## src/rtl/epu_seq_pkg.sv

```systemverilog
// Shared definitions for the EPU layer sequencer: FSM state codes, descriptor
// field positions, operator encodings and error codes.
package epu_seq_pkg;

  // Operator encodings driven onto the conv bus switcher mode select
  localparam logic [3:0] IDLE_MODE     = 4'd0;
  localparam logic [3:0] CONV_3x3_MODE = 4'd1;
  localparam logic [3:0] CONV_1x1_MODE = 4'd2;
  localparam logic [3:0] MAX_POOL_MODE = 4'd3;

  localparam logic [2:0] S_IDLE   = 3'd0;
  localparam logic [2:0] S_FETCH  = 3'd1;
  localparam logic [2:0] S_DECODE = 3'd2;
  localparam logic [2:0] S_SWITCH = 3'd3;
  localparam logic [2:0] S_RUN    = 3'd4;
  localparam logic [2:0] S_GAP    = 3'd5;
  localparam logic [2:0] S_DONE   = 3'd6;
  localparam logic [2:0] S_ERR    = 3'd7;

  localparam int DESC_OP_LSB   = 0;
  localparam int DESC_OP_W     = 4;
  localparam int DESC_LAST_BIT = 31;

  typedef enum logic [1:0] {
    ERR_NONE   = 2'd0,
    ERR_OPCODE = 2'd1,
    ERR_WDOG   = 2'd2,
    ERR_LIMIT  = 2'd3
  } err_code_e;

  function automatic logic op_is_legal(input logic [3:0] op);
    return (op == CONV_3x3_MODE) || (op == CONV_1x1_MODE) || (op == MAX_POOL_MODE);
  endfunction

endpackage

```

## src/rtl/epu_layer_sequencer_if.sv

```systemverilog
// Descriptor SRAM read port plus the operator-unit handshake seen by the sequencer.
interface epu_layer_sequencer_if #(
  parameter int ADDR_W = 16
);
  logic              desc_cs;
  logic              desc_oe;
  logic [ADDR_W-1:0] desc_addr;
  logic [31:0]       desc_R_data;
  logic [3:0]        mode;
  logic              unit_start;
  logic              unit_done;

  modport master (
    output desc_cs, desc_oe, desc_addr, mode, unit_start,
    input  desc_R_data, unit_done
  );

  modport slave (
    input  desc_cs, desc_oe, desc_addr, mode, unit_start,
    output desc_R_data, unit_done
  );
endinterface

```

## src/rtl/epu_layer_sequencer_watchdog.sv

```systemverilog
// Run-time watchdog: counts enabled cycles and flags the cycle in which the
// count reaches all-ones.
module epu_watchdog #(
  parameter int WDOG_W = 24
) (
  input  logic clk,
  input  logic rstn,
  input  logic clear,
  input  logic en,
  output logic expire
);
  localparam logic [WDOG_W-1:0] PRE_EXPIRE = {{(WDOG_W-1){1'b1}}, 1'b0};

  logic [WDOG_W-1:0] count_reg;

  always_ff @(posedge clk or negedge rstn) begin
    if (!rstn) begin
      count_reg <= '0;
    end else if (clear) begin
      count_reg <= '0;
    end else if (en && (count_reg != '1)) begin
      count_reg <= count_reg + 1'b1;
    end
  end

  // The enabled cycle that would bring the count to all-ones is the timeout
  assign expire = en && (count_reg == PRE_EXPIRE);

endmodule

```

## src/rtl/epu_layer_sequencer.sv

```systemverilog
// Layer-level controller: fetches one descriptor per layer, drives the conv bus
// switcher mode, launches the selected unit and stops on last/limit/error.
module epu_layer_sequencer
  import epu_seq_pkg::*;
#(
  parameter int ADDR_W     = 16,
  parameter int MAX_LAYERS = 64,
  parameter int WDOG_W     = 24,
  localparam int IDX_W     = (MAX_LAYERS > 1) ? $clog2(MAX_LAYERS) : 1
) (
  input  logic                    clk,
  input  logic                    rstn,
  input  logic                    start,
  input  logic [ADDR_W-1:0]       base_addr,
  epu_layer_sequencer_if.master   bus,
  output logic                    busy,
  output logic                    done,
  output logic                    err,
  output logic [1:0]              err_code,
  output logic [IDX_W-1:0]        layer_idx
);
  localparam logic [IDX_W-1:0] IDX_LAST = IDX_W'(MAX_LAYERS - 1);

  logic [2:0]        state_reg, state_next;
  logic [ADDR_W-1:0] base_reg;
  logic [IDX_W-1:0]  idx_reg;
  logic              last_reg;
  logic [3:0]        mode_reg;
  logic              unit_start_reg;
  logic              err_reg;
  err_code_e         err_code_reg, err_code_next;
  logic [3:0]        desc_op;
  logic              wdog_expire;
  logic              unused_desc_bits;

  assign desc_op          = bus.desc_R_data[DESC_OP_LSB +: DESC_OP_W];
  assign unused_desc_bits = ^bus.desc_R_data[DESC_LAST_BIT-1:DESC_OP_LSB+DESC_OP_W];

  epu_watchdog #(
    .WDOG_W (WDOG_W)
  ) u_watchdog (
    .clk    (clk),
    .rstn   (rstn),
    .clear  (state_reg == S_SWITCH),
    .en     (state_reg == S_RUN),
    .expire (wdog_expire)
  );

  always_comb begin
    state_next    = state_reg;
    err_code_next = ERR_NONE;
    case (state_reg)
      S_IDLE:   if (start) state_next = S_FETCH;
      S_FETCH:  state_next = S_DECODE;
      S_DECODE: begin
        if (op_is_legal(desc_op)) begin
          state_next = S_SWITCH;
        end else begin
          state_next    = S_ERR;
          err_code_next = ERR_OPCODE;
        end
      end
      S_SWITCH: state_next = S_RUN;
      // Completion wins over a watchdog expiry in the same cycle
      S_RUN: begin
        if (bus.unit_done) begin
          state_next = S_GAP;
        end else if (wdog_expire) begin
          state_next    = S_ERR;
          err_code_next = ERR_WDOG;
        end
      end
      S_GAP: begin
        if (last_reg) begin
          state_next = S_DONE;
        end else if (idx_reg == IDX_LAST) begin
          state_next    = S_ERR;
          err_code_next = ERR_LIMIT;
        end else begin
          state_next = S_FETCH;
        end
      end
      S_DONE:   state_next = S_IDLE;
      S_ERR:    state_next = S_IDLE;
      default:  state_next = S_IDLE;
    endcase
  end

  always_ff @(posedge clk or negedge rstn) begin
    if (!rstn) begin
      state_reg      <= S_IDLE;
      base_reg       <= '0;
      idx_reg        <= '0;
      last_reg       <= 1'b0;
      mode_reg       <= IDLE_MODE;
      unit_start_reg <= 1'b0;
      err_reg        <= 1'b0;
      err_code_reg   <= ERR_NONE;
    end else begin
      state_reg      <= state_next;
      unit_start_reg <= (state_reg == S_SWITCH);

      if ((state_reg == S_IDLE) && start) begin
        base_reg     <= base_addr;
        idx_reg      <= '0;
        err_reg      <= 1'b0;
        err_code_reg <= ERR_NONE;
      end

      if (state_reg == S_DECODE) begin
        last_reg <= bus.desc_R_data[DESC_LAST_BIT];
      end

      // Mode only moves on SWITCH entry (operator) and GAP/ERR entry (idle)
      if ((state_reg == S_DECODE) && (state_next == S_SWITCH)) begin
        mode_reg <= desc_op;
      end else if ((state_next == S_GAP) || (state_next == S_ERR)) begin
        mode_reg <= IDLE_MODE;
      end

      if ((state_reg == S_GAP) && (state_next == S_FETCH)) begin
        idx_reg <= idx_reg + 1'b1;
      end

      if ((state_next == S_ERR) && (state_reg != S_ERR)) begin
        err_reg      <= 1'b1;
        err_code_reg <= err_code_next;
      end
    end
  end

  assign bus.desc_cs    = (state_reg == S_FETCH);
  assign bus.desc_oe    = (state_reg == S_FETCH);
  assign bus.desc_addr  = (state_reg == S_FETCH) ? (base_reg + ADDR_W'(idx_reg)) : '0;
  assign bus.mode       = mode_reg;
  assign bus.unit_start = unit_start_reg;

  assign busy      = (state_reg != S_IDLE);
  assign done      = (state_reg == S_DONE);
  assign err       = err_reg;
  assign err_code  = err_code_reg;
  assign layer_idx = idx_reg;

endmodule

```

## src/flat_wrapper.sv

```systemverilog
// flat-port wrapper written by rule: the top's interface ports become plain ports
module epu_layer_sequencer_flat import epu_seq_pkg::*;
#(
  parameter int ADDR_W     = 16,
  parameter int MAX_LAYERS = 64,
  parameter int WDOG_W     = 24,
  localparam int IDX_W     = (MAX_LAYERS > 1) ? $clog2(MAX_LAYERS) : 1
)
  (clk, rstn, start, base_addr, busy, done, err, err_code, layer_idx, bus_desc_cs, bus_desc_oe, bus_desc_addr, bus_mode, bus_unit_start, bus_desc_R_data, bus_unit_done);
  epu_layer_sequencer_if #(.ADDR_W(ADDR_W)) bus_i ();
  input  logic clk;
  input  logic rstn;
  input  logic start;
  input  logic [ADDR_W-1:0] base_addr;
  output logic busy;
  output logic done;
  output logic err;
  output logic [1:0] err_code;
  output logic [IDX_W-1:0] layer_idx;
  output wire logic [$bits(bus_i.desc_cs)-1:0] bus_desc_cs;
  output wire logic [$bits(bus_i.desc_oe)-1:0] bus_desc_oe;
  output wire logic [$bits(bus_i.desc_addr)-1:0] bus_desc_addr;
  output wire logic [$bits(bus_i.mode)-1:0] bus_mode;
  output wire logic [$bits(bus_i.unit_start)-1:0] bus_unit_start;
  input wire logic [$bits(bus_i.desc_R_data)-1:0] bus_desc_R_data;
  input wire logic [$bits(bus_i.unit_done)-1:0] bus_unit_done;
  assign bus_desc_cs = bus_i.desc_cs;
  assign bus_desc_oe = bus_i.desc_oe;
  assign bus_desc_addr = bus_i.desc_addr;
  assign bus_mode = bus_i.mode;
  assign bus_unit_start = bus_i.unit_start;
  assign bus_i.desc_R_data = bus_desc_R_data;
  assign bus_i.unit_done = bus_unit_done;
  epu_layer_sequencer #(.ADDR_W(ADDR_W), .MAX_LAYERS(MAX_LAYERS), .WDOG_W(WDOG_W)) u_core (.clk(clk), .rstn(rstn), .start(start), .base_addr(base_addr), .bus(bus_i), .busy(busy), .done(done), .err(err), .err_code(err_code), .layer_idx(layer_idx));
endmodule
```

## config.mk

```make
export PLATFORM = sky130hd
export DESIGN_NAME = epu_layer_sequencer_flat
export DESIGN_NICKNAME = d
export VERILOG_FILES = /design/src/rtl/epu_seq_pkg.sv /design/src/rtl/epu_layer_sequencer_if.sv /design/src/rtl/epu_layer_sequencer_watchdog.sv /design/src/rtl/epu_layer_sequencer.sv /design/src/flat_wrapper.sv
export SDC_FILE = /design/constraint.sdc
export NUM_CORES = 1
export LEC_CHECK = 0
export BUFFER_PORTS_ARGS = -buffer_cell sky130_fd_sc_hd__buf_2
export CAP_MARGIN = 20
export CORE_MARGIN = 5
export CORE_UTILIZATION = 54
export CTS_CLUSTER_DIAMETER = 80
export CTS_CLUSTER_SIZE = 25
export DETAILED_ROUTE_END_ITERATION = 16
export PLACE_DENSITY_LB_ADDON = 0.25
export SLEW_MARGIN = 20
export SYNTH_ARGS = -nofsm -noshare
export SYNTH_HDL_FRONTEND = slang
export SYNTH_HIERARCHICAL = 1
export SYNTH_SLANG_ARGS = --single-unit
```

## constraint.sdc

```tcl
create_clock -name clk -period 3.3 [get_ports clk]
set_input_delay 0.165 -clock clk [delete_from_list [all_inputs] [get_ports clk]]
set_output_delay 0.165 -clock clk [all_outputs]
set_load 0.02 [all_outputs]
```

Yosys cells after proc, flatten, opt, wreduce, memory -nomap -nowiden
Cells that the tools add are included.

Multiplexer cells: 24. Equal/unequal tests: 18. Reduce and logical (&&, ||, !) cells: 16. $add $sub $neg: 3.

Operator list (count): 24-bit two-way mux (2); 24-bit by 1-bit adder with 24-bit output, second input constant (1); 24-bit == test, second input constant (1); 24-bit != test, second input constant (1); 3-bit one-hot mux with 7 select lines (1); 3-bit == test, second input constant (6); 3-bit two-way mux (6); 16-bit by 6-bit adder with 16-bit output (1); 16-bit two-way mux (1); 2-bit two-way mux (6); 6-bit two-way mux (2); 3-bit by 2-bit == test with 1-bit output, second input constant (3); 4-bit by 2-bit == test with 1-bit output, second input constant (2); 4-bit two-way mux (2); 2-bit nonzero test (4); 6-bit by 1-bit adder with 6-bit output, second input constant (1); 3-bit by 1-bit == test with 1-bit output, second input constant (2); 6-bit == test, second input constant (1); 1-bit logical AND (6); 2-bit one-hot mux with 3 select lines (1); 4-bit by 1-bit == test with 1-bit output, second input constant (1); 3-bit zero test (1); 1-bit logical OR (3); 1-bit two-way mux (3); other kinds (3) (3).

Input bits: 52. Output and inout port bits: 34. Register bits after elaboration: 58. Word-level logic and storage cells: 70.

Depth between registers and ports, before layout
Depth after elaboration: 9. Mapped depth: 13. Depth with buffers taken out: 10.

Cells and area by module
The synthesis kept the hierarchy.

By module, submodules not included: epu_layer_sequencer (cells each 237, sequential area each 850.8 µm², times used 1, area an instance 2050.7 µm²); epu_watchdog (cells each 150, sequential area each 600.6 µm², times used 1, area an instance 1392.6 µm²).

Worst setup path before layout
OpenSTA, ideal clock, no wires.

Kind: flip-flop to flip-flop. From: register u_core.state_reg[1]. To: register u_core.err_code_reg[0], in the netlist u_core/err_code[0]. Arrival time: 2744 ps. Path slack: 427 ps. Data required time: 3171 ps. Clock period less this slack: 2873 ps. Library setup time: 129 ps. Cell stages (with the launch flop): 13. Path buffers: 2. Cell sequence: dfrtp_1 nand2b_1 nor2_1 buf_6 inv_2 or4_1 buf_2 nor4_1 and3b_1 o31ai_1 o21bai_1 nor4_4 o21ai_1.

Longest elaborated chain between the ends: 8. Elaborated cells on any way between the ends: 21. Classes of those cells: eq/ne (9); mux (6); reduce/logical (6).

Ends and longest elaborated chain: start, declared (RTL line epu_layer_sequencer.sv:24) `logic [2:0] state_reg, state_next;`; start signal, assigned (RTL line epu_layer_sequencer.sv:100) `state_reg <= state_next;`; 3-bit == test (*) (RTL line epu_layer_sequencer.sv:45) `.en (state_reg == S_RUN),`; 1-bit logical AND (*) (RTL line epu_layer_sequencer_watchdog.sv:27) `assign expire = en && (count_reg == PRE_EXPIRE);`; via u_core.wdog_expire (RTL line epu_layer_sequencer.sv:33) `logic wdog_expire;`; 3-bit two-way mux (*) (RTL line epu_layer_sequencer.sv:68) `end else if (wdog_expire) begin`; 3-bit two-way mux (*) (RTL line epu_layer_sequencer.sv:66) `if (bus.unit_done) begin`; 3-bit one-hot mux with 7 select lines (*) (RTL line epu_layer_sequencer.sv:52) `case (state_reg)`; 3-bit == test (*) (RTL line epu_layer_sequencer.sv:125) `if ((state_next == S_ERR) && (state_reg != S_ERR)) begin`; 1-bit logical AND (*) (RTL line epu_layer_sequencer.sv:125); 2-bit two-way mux / 2-bit nonzero test (equally long branches); end signal, assigned (RTL line epu_layer_sequencer.sv:127) `err_code_reg <= err_code_next;`; end, declared (RTL line epu_layer_sequencer.sv:31) `err_code_e err_code_reg, err_code_next;`.

Mark *: on every way through the listed nets, which the timed path passes. The rest lies on a longest branch. A chain may end at the register's enable or synchronous reset.

Worst setup path in the final report
From: register u_core.state_reg[1]. To: register u_core.err_code_reg[1], in the netlist u_core/err_code[1].

Longest elaborated chain between the ends: 8. Elaborated cells on any way between the ends: 23. Classes of those cells: eq/ne (9); mux (8); reduce/logical (6).

Ends and longest elaborated chain (RTL line): 3-bit == test (*) (epu_layer_sequencer.sv:45); 1-bit logical AND (*) (epu_layer_sequencer_watchdog.sv:27); via u_core.wdog_expire (epu_layer_sequencer.sv:33); 3-bit two-way mux (epu_layer_sequencer.sv:68); 3-bit two-way mux (epu_layer_sequencer.sv:66); 3-bit one-hot mux with 7 select lines (epu_layer_sequencer.sv:52); 3-bit == test (epu_layer_sequencer.sv:125); 1-bit logical AND (epu_layer_sequencer.sv:125); 2-bit two-way mux / 2-bit nonzero test (equally long branches).

Marks and branches as above.

==> flow_summary.ini <==
[outcome]
status = finished clean

[logic_synthesis]
ys.flop_type = dfrtp_1
postSynthCellCount = 387
ys.warnings.count = 6
synth_edf_count = 0
avgSynthCellArea_um2 = 8.90
synth_top_cell_by_area = dfrtp_1
yosys_register_bits = 58
syn_area_um2 = 3440
seq_area_frac_synth = 0.422
ys_types = 60
synthesis.nets = 449
synth_top_area_frac = 0.422
synthArstFlopShare = 1.00
synth_area_leaders = dfrtp_1 42%, nand2_1 7.4%, nor2_1 4.4%

[floorplanning]
io-pin-count = 86
start_util = 0.549
core_um2 = 6280
dieHeight_um = 89.9
die_area_um2 = 8070
rows = 29
dieWidth_um = 89.9

[cts]
cts.sinks = 58
cts_buffers = 9
cts_tree = built
cts_root_buf = clkbuf_8
h-tree-depth = 3
post_cts_buffers = 0
clk_pin_slew_worst_paths_ns = 0.06
worstSkewPairLatency_ns = 0.33
cts_buffer_depth = 2

[drt]
ant_nets = 0
drc_errors = 0
dr.first_iter.drc_count = 153
via_count = 2941
wl_per_cell_um = 14.3
totalWireLength_um = 7600
dr.pass1.iters = 4
vias_per_cell = 5.54

[placed_design]
hpwl_um = 5780
port_buffers = 58
dp_slack_ns = 0.271
routabilityCongestion = 0.805
placed_area_um2 = 3790

[sta]
setup_violations = 0
maxSlewViolCount = 0
maxSlewHeadroom = 0.410
fmax_mhz = 340
tns_ns = 0
finalCritPeriodShare = 0.890
grt_setup_unrepaired = false
min_period_ns = 2.94
hold_slack_ns = 0.0198
worst_pin_slew_ns = 0.881
hold_viol = 0
setup_ws_ns = 0.363
finClkSkew_ns = 0.00313

[global_routing]
grt_antenna_before_repair = 0
grt-ovfl-total = 0
track_usage = 0.192
grt_pass1_vias = 2823
grt_max_degree = 34
grt_pass1_wl_um = 13000

[finish]
drive_above_1_share = 0.220
fin_area_um2 = 4000
regArea_um2 = 1450
nNetsFinal = 511
multi_input_area_um2 = 1850
utilization = 0.638
area_growth_pct = 16.2
n_fill_cell = 545
largest_register_ffs = 24
antenna_cells = 0

[critical_path]
startpoint_type = register
endpoint_kind = register
worstSetupPathType = reg2reg
required_ns = 3.50
critPathArrivalTime_ns = 3.14
cp_max_fo = 10

[power_and_ir_drop]
ir_drop_uv = 467
p_leak_nw = 1.93
power_density_nw_per_um2 = 685

[min_path]
hold_class = in2reg

[job]
maxCapViolations = 0
[placed cells by master (no fill, tap or decap), drive strengths merged, types with 5 or more instances in the layout]
cell type  count
a211oi         7
a21oi         19
and2           7
and3           5
buf           67
clkbuf        14
dfrtp         58
ha             9
inv           10
mux2           5
nand2         68
nand3         21
nand4         11
nor2          40
nor3           6
nor3b          5
nor4           5
o21ai         21
or3            7
xnor2          9
xor2          15
[final timing paths]
path	slack [ns]	from	cells past startpoint	to
setup / recovery	0.36	u_core/state_reg[1]$_DFF_PN0_	10	u_core/err_code[1]$_DFFE_PN0P_
hold reg to reg	0.48	u_core/err$_DFFE_PN0P_	1	u_core/err$_DFFE_PN0P_
max in group asynchronous	2.05	rstn	3	u_core/base_reg[14]$_DFFE_PN0P_
setup reg to reg	0.36	u_core/state_reg[1]$_DFF_PN0_	10	u_core/err_code[1]$_DFFE_PN0P_
min in group asynchronous	0.44	rstn	2	u_core/last_reg$_DFFE_PN0N_
hold / removal	0.02	base_addr[1]	3	u_core/base_reg[1]$_DFFE_PN0P_
[what timing repair did]
item	4_1_cts	5_1_grt
endpoints found under the setup margin	0	2
resized for setup	0	1
hold buffers	1	0
endpoints found under the hold margin	32	0
[report_power, final]
| part | total [mW] | switching, mW | internal (mW) |
|---|---|---|---|
| logic | 1.05 | 0.658 | 0.395 |
| clock network | 0.645 | 0.256 | 0.390 |
| registers | 1.04 | 0.164 | 0.880 |
| total | 2.74 | 1.08 | 1.66 |
[critical path: stages (launching register included)]
cell      delay (ns)
dfrtp_1         0.46
nand2b_1        0.25
nor2_1          0.18
inv_2           0.06
or4_1           0.57
nor4_2          0.37
and3b_1         0.22
o31ai_1         0.06
o21bai_1        0.20
nor4_4          0.34
o22ai_1         0.11
[kinds of logic (layout without fill, tap and decap cells)]
kind of cell	after synthesis	after routing	synth area share
buf+inv	27	94	0.0447
compound gates	66	66	0.121
fa+ha+maj	10	10	0.0385
mux	5	5	0.0164
flops	58	58	0.422
xor+xnor	24	24	0.0610
simple gates	197	197	0.297
[cells in the mapped netlist (all sizes together) (3+ instances only)]
| cell type | instances |
|---|---|
| clkbuf | 5 |
| o31ai | 3 |
| mux2 | 5 |
| a21o | 3 |
| nand2 | 68 |
| inv | 10 |
| nor2b | 4 |
| nor4 | 5 |
| nand3 | 21 |
| a21oi | 19 |
| o21ai | 21 |
| xnor2 | 9 |
| nand2b | 4 |
| nor2 | 40 |
| dfrtp | 58 |
| nand3b | 3 |
| buf | 12 |
| and4 | 3 |
| and2 | 7 |
| nand4 | 11 |
| or4 | 3 |
| nor3 | 6 |
| ha | 9 |
| and3 | 5 |
| a211oi | 7 |
| nor3b | 5 |
| xor2 | 15 |
| or3 | 7 |
[layer usage]
layer	vias up	track usage	part of all wire
li1	1474	-	-
met1	1368	0.241	0.44
met2	80	0.308	0.47
met3	19	0.0417	0.058
met4	0	0.105	0.026
met5	-	0	0
[through the flow]
step,std cells,power [mW]
finish,531,2.74
global route,531,2.94
CTS,531,2.76
detailed placement,514,2.11
global placement,514,2.06
floorplan,387,1.83
[final cells by class]
class                           instances  share of cell area
Clock buffer                           14              0.0406
Multi-Input combinational cell        302               0.462
Tap cell                               77              0.0241
Sequential cell                        58               0.363
Clock inverter                          2             0.00875
Timing Repair Buffer                   68              0.0919
Inverter                               10              0.0100
Power figures use the tool's default switching activity.
